===== src/rtl/automaton_generator.sv =====
// automaton_generator: sequences a 1-D cellular automaton, writing one
// generation per row into a frame buffer. A run fills ROWS rows back to back,
// then either finishes or keeps appending one row per step tick (scroll mode),
// with top_row tracking the oldest visible row.
module automaton_generator #(
    parameter int unsigned WIDTH = 80,
    parameter int unsigned ROWS  = 60,
    parameter int unsigned AW    = 6
) (
    input  logic             clk,
    input  logic             rstn,
    input  logic             start,
    input  logic [WIDTH-1:0] seed,
    input  logic [7:0]       rule_in,
    input  logic             scroll,
    input  logic             step,
    input  logic [WIDTH-1:0] next_in,
    output logic [WIDTH-1:0] cur_out,
    output logic [7:0]       rule_out,
    output logic             wr_en,
    output logic [AW-1:0]    wr_addr,
    output logic [WIDTH-1:0] wr_data,
    output logic [AW-1:0]    top_row,
    output logic             busy,
    output logic             done
);

    localparam logic [AW-1:0] LAST_ROW = AW'(ROWS - 1);

    typedef enum logic [1:0] {
        S_IDLE = 2'd0,
        S_RUN  = 2'd1,
        S_WAIT = 2'd2,
        S_DONE = 2'd3
    } state_t;

    state_t           r_state;
    logic [WIDTH-1:0] r_cur;
    logic [7:0]       r_rule;
    logic [AW-1:0]    r_row_ptr;
    logic [AW-1:0]    r_top_row;
    logic             r_wr_en;
    logic [AW-1:0]    r_wr_addr;
    logic [WIDTH-1:0] r_wr_data;
    logic             r_busy;
    logic             r_done;

    state_t           w_state;
    logic [WIDTH-1:0] w_cur;
    logic [7:0]       w_rule;
    logic [AW-1:0]    w_row_ptr;
    logic [AW-1:0]    w_top_row;
    logic             w_wr_en;
    logic [AW-1:0]    w_wr_addr;
    logic [WIDTH-1:0] w_wr_data;
    logic             w_busy;
    logic             w_done;
    logic [AW-1:0]    w_ptr_inc;
    logic             w_ptr_last;

    // Row pointer successor; wraps at ROWS rather than at 2**AW.
    always_comb begin
        w_ptr_last = (r_row_ptr == LAST_ROW);
        w_ptr_inc  = w_ptr_last ? '0 : r_row_ptr + AW'(1);
    end

    // Next-state and next-output logic; every register holds unless overridden.
    always_comb begin
        w_state   = r_state;
        w_cur     = r_cur;
        w_rule    = r_rule;
        w_row_ptr = r_row_ptr;
        w_top_row = r_top_row;
        w_wr_en   = 1'b0;
        w_wr_addr = r_wr_addr;
        w_wr_data = r_wr_data;
        w_done    = 1'b0;

        case (r_state)
            S_IDLE: begin
                if (start) begin
                    w_cur     = seed;
                    w_rule    = rule_in;
                    w_row_ptr = '0;
                    w_top_row = '0;
                    w_state   = S_RUN;
                end
            end
            S_RUN: begin
                w_wr_en   = 1'b1;
                w_wr_addr = r_row_ptr;
                w_wr_data = r_cur;
                w_cur     = next_in;
                w_row_ptr = w_ptr_inc;
                if (w_ptr_last) begin
                    w_state = scroll ? S_WAIT : S_DONE;
                end
            end
            S_WAIT: begin
                // Dropping scroll wins over a coincident step: no write.
                if (!scroll) begin
                    w_state = S_DONE;
                end else if (step) begin
                    w_wr_en   = 1'b1;
                    w_wr_addr = r_row_ptr;
                    w_wr_data = r_cur;
                    w_cur     = next_in;
                    w_row_ptr = w_ptr_inc;
                    // Oldest row is the one just after the newest write.
                    w_top_row = w_ptr_inc;
                end
            end
            S_DONE: begin
                w_done  = 1'b1;
                w_state = S_IDLE;
            end
            default: begin
                w_state = S_IDLE;
            end
        endcase

        w_busy = (w_state == S_RUN) || (w_state == S_WAIT);
    end

    // State and output registers.
    always_ff @(posedge clk or negedge rstn) begin
        if (!rstn) begin
            r_state   <= S_IDLE;
            r_cur     <= '0;
            r_rule    <= '0;
            r_row_ptr <= '0;
            r_top_row <= '0;
            r_wr_en   <= 1'b0;
            r_wr_addr <= '0;
            r_wr_data <= '0;
            r_busy    <= 1'b0;
            r_done    <= 1'b0;
        end else begin
            r_state   <= w_state;
            r_cur     <= w_cur;
            r_rule    <= w_rule;
            r_row_ptr <= w_row_ptr;
            r_top_row <= w_top_row;
            r_wr_en   <= w_wr_en;
            r_wr_addr <= w_wr_addr;
            r_wr_data <= w_wr_data;
            r_busy    <= w_busy;
            r_done    <= w_done;
        end
    end

    assign cur_out  = r_cur;
    assign rule_out = r_rule;
    assign wr_en    = r_wr_en;
    assign wr_addr  = r_wr_addr;
    assign wr_data  = r_wr_data;
    assign top_row  = r_top_row;
    assign busy     = r_busy;
    assign done     = r_done;

endmodule


===== config.mk =====
export PLATFORM = sky130hd
export DESIGN_NAME = automaton_generator
export DESIGN_NICKNAME = d
export VERILOG_FILES = /design/src/rtl/automaton_generator.sv
export SDC_FILE = /design/constraint.sdc
export NUM_CORES = 1
export LEC_CHECK = 0
export ABC_AREA = 0
export BUFFER_PORTS_ARGS = -buffer_cell sky130_fd_sc_hd__buf_2
export CAP_MARGIN = 20
export CORE_AREA = 2 2 137 139
export CTS_CLUSTER_DIAMETER = 120
export CTS_CLUSTER_SIZE = 16
export DETAILED_ROUTE_END_ITERATION = 12
export DIE_AREA = 0 0 139 141
export GPL_TIMING_DRIVEN = 0
export PLACE_DENSITY = 0.81
export SLEW_MARGIN = 0
export SYNTH_ARGS = -nofsm -noshare
export SYNTH_HDL_FRONTEND = slang
export SYNTH_SLANG_ARGS = --single-unit

===== constraint.sdc =====
create_clock -name clk -period 5.05 [get_ports clk]
set_clock_uncertainty 0.1 [all_clocks]
set_input_delay 1.01 -clock clk [delete_from_list [all_inputs] [get_ports clk]]
set_output_delay 1.01 -clock clk [all_outputs]
set_load 0.01 [all_outputs]

==> metrics.txt <==
register bit total from synthesis 191; outcome completed; Crit. End Element flip-flop; reg2reg start r_state[0]$_DFF_PN0_; Hold EP top_row[4]$_DFFE_PN0P_; Max Fclk 0.3513 GHz; initial antenna violation count 0; vias per cell 5.015; Mapped Area 0.008046 mm²; Worst-Margin Slew 0.9276 ns; die width 139 µm; crit path kind flip-flop to flip-flop; Hold Vio Cnt, Final 0; Hold Path Origin top_row[4]$_DFFE_PN0P_; Peak supply drop 0.3327 mV; Finished Core Util 58.68%; Slew Viols, Final 0; Distinct cells, synth 39; period utilization 56.36%; Setup Fix Bufs, Post-CTS 0; HPWL Detailed 16.16 mm; Layout Area Growth over Synthesis 33.21%; final WL 21.32 mm; Routed Antenna Nets 0; setup TNS 0 ns; Hold Buf Count CTS 0; Tmin final 2.846 ns; drc violations 0; Iteration-0 DRC Markers 181; depth of the CTS H-tree 4; vias 6304; Syn Nets 815; post-cts gate resize count 0; CTS buffer count 17; core area 0.01827 mm²; hold path depth 1; Die Ht 141 µm; Initial Util 44.05%; worst-path cell chain inv_1 > ha_1 > buf_2 > inv_1 > nor2_1 > a21oi_1 > buf_2 > buf_4 > mux2_2; Cell Pwr Density 646.5 mW/mm²; clock slew at reported path FFs 0.07 ns; largest stage delay on the critical path 0.47 ns; Total GRT Usage 21.77%; Cells after Synth 635; total grt overflow 0; Root Driver clkbuf_16; Worst EP required 5.25 ns; CTS tree yes; Hold Crit Class flip-flop to flip-flop; syn avg cell area 12.67 µm²; CP max stage cell dfrtp_1; first-pass GRT wire length 33.73 mm; layout cell share with drive strength beyond 1 49.85%; total setup violations reported at the end of the flow 0; flop2flop setup slack 2.20 ns; FF-to-FF path depth 9; IO Count 356; CTS sink cnt 191; Antenna Cells 0; Cell Rows 50; Seq/Total Area, Yosys 59.40%; I/O Buffers 355; slew margin rel. 38.16%; Net count, final 1190; pin count of the biggest net entering global routing 125; RSZ-0062 raised after global routing no; terminus of the critical flop-to-flop path wr_data[49]$_DFFE_PN0P_; hold slack final 0.3824 ns; crit-path max FO 10; die area 0.01960 mm²; total iterations of the first detailed-routing run 4; Clock Latency Late Sink 0.42 ns; warnings from Yosys 0; crit path DAT 3.05 ns; DR WL/cell 16.96 µm; GPL Wtd Cong 0.8322; Max Cap Viol 0; vias in the first global route 6437; Longest Clk Path Bufs 2; CP Launch Type flip-flop; Lkg Pwr 0.005426 µW
[state kept, by name, summed over array words and instances, names as in the netlist]
signal     cells
top_row        6
r_row_ptr      6
rule_out       8
cur_out       80
done           1
wr_en          1
wr_addr        6
busy           1
r_state        2
wr_data       80
[cells in the final DEF, fill, tap and decap left out, types with 2 or more instances in the layout]
master,count
buf_1,4
o21a_1,2
nand2_1,86
dfrtp_1,191
xnor2_1,2
a32o_1,2
a22o_1,3
mux2_2,95
o2bb2ai_1,4
ha_1,7
buf_2,368
inv_6,2
nor2_1,5
mux2i_1,80
inv_1,6
clkinv_4,6
o21ai_0,82
a21oi_1,5
nand2b_1,2
clkbuf_16,17
a211oi_1,3
xor2_1,2
inv_8,4
buf_4,6
clkbuf_1,17
[synth_stat cells]
cell type  instances  area, µm²
inv_1              6      22.52
buf_4              6      45.04
nor2_1             5      18.77
o41ai_1            1      8.760
o211ai_1           1      7.510
nor2b_1            1      6.260
o21a_1             2      15.01
nand2b_1           2      12.51
nand2_1           86      322.8
buf_1              4      15.01
a32o_1             2      20.02
a31o_2             1      8.760
xor2_1             2      17.52
a41o_2             1      11.26
nand3_1            1      5.000
clkbuf_1          16      60.06
xnor2_1            2      17.52
mux2_2            95       1070
a22o_1             3      26.28
buf_2             14      70.07
a211oi_2           1      12.51
or3_1              1      6.260
buf_6              1      11.26
a221oi_2           1      15.01
ha_1               7      87.58
and3_2             1      7.510
dfrtp_1          191       4780
o21ai_1            1      5.000
nor3b_1            1      7.510
a211o_1            1      8.760
and2b_2            1      8.760
and4b_2            1      11.26
a211oi_1           3      22.52
nor3_1             1      5.000
mux2i_1           80      800.8
nand4_1            1      6.260
a21oi_1            5      25.02
o2bb2ai_1          4      35.03
o21ai_0           82      410.4
[metal layers]
metal  wire length [µm]  track usage, %  up-vias
met2              11130           39.33      246
met1               8429           25.66     3050
met5                  0               0        -
met3               1374           5.842       28
li1                   -               -     2980
met4                379           6.061        0
[critical path, delay by kind of cell, from the launching register on]
kind	cells	cell delay, ns
compound gates	1	0.44
fa+ha+maj	1	0.20
buf+inv	5	1.11
flops	1	0.47
mux	1	0.36
simple gates	1	0.06
[cell type report]
type	count	area, µm²
clock inverter	13	122.6
buffer	41	201.4
fill	1557	7548
sequential	191	4780
timing repair buffer	356	1814
multi-input combinational	397	3043
clock buffer	19	442.9
inverter	6	22.52
tap	234	292.8
[stage by stage]
stage                     total power, µW  setup WS [ns]  cells  area (µm²)
final                                6930          2.204   1257       10720
after global routing                 7385          2.019   1257       10720
after CTS                            7021          2.164   1257       10720
after detailed placement             5719          1.889   1225       10150
after global placement               5602        -0.1772   1224       10120
after floorplan                      4420          2.685    635        8046
[logic make-up (layout without fill, tap and decap cells)]
kind of cell / count (synthesis) / in the layout / synth area share, %
AND/OR/NAND/NOR: 102 / 102 / 5.194
adder cells (fa/ha/maj): 7 / 7 / 1.088
flip-flops: 191 / 191 / 59.40
multiplexers: 175 / 175 / 23.25
buffers and inverters: 47 / 435 / 2.783
AO/OA/AOI/OAI: 109 / 109 / 7.852
XOR/XNOR: 4 / 4 / 0.4355
[report_power, final]
part	internal (µW)	switching, µW
clock	666	618
sequential	2240	425
combinational	1410	1570
[worst max path at each step]
stage / to / start / slack (ns) / depth (start not counted)
after floorplan: wr_addr[0]$_DFFE_PN0P_ / scroll / 2.69 / 6
after CTS: wr_data[49]$_DFFE_PN0P_ / r_state[0]$_DFF_PN0_ / 2.16 / 9
after global placement: wr_data[42]$_DFFE_PN0P_ / rstn / -0.18 / 1
after global routing: wr_data[49]$_DFFE_PN0P_ / r_state[0]$_DFF_PN0_ / 2.02 / 9
after detailed placement: wr_data[49]$_DFFE_PN0P_ / scroll / 1.89 / 7
final: wr_data[49]$_DFFE_PN0P_ / r_state[0]$_DFF_PN0_ / 2.20 / 9
Note: power is estimated with default switching activity, not from simulation.
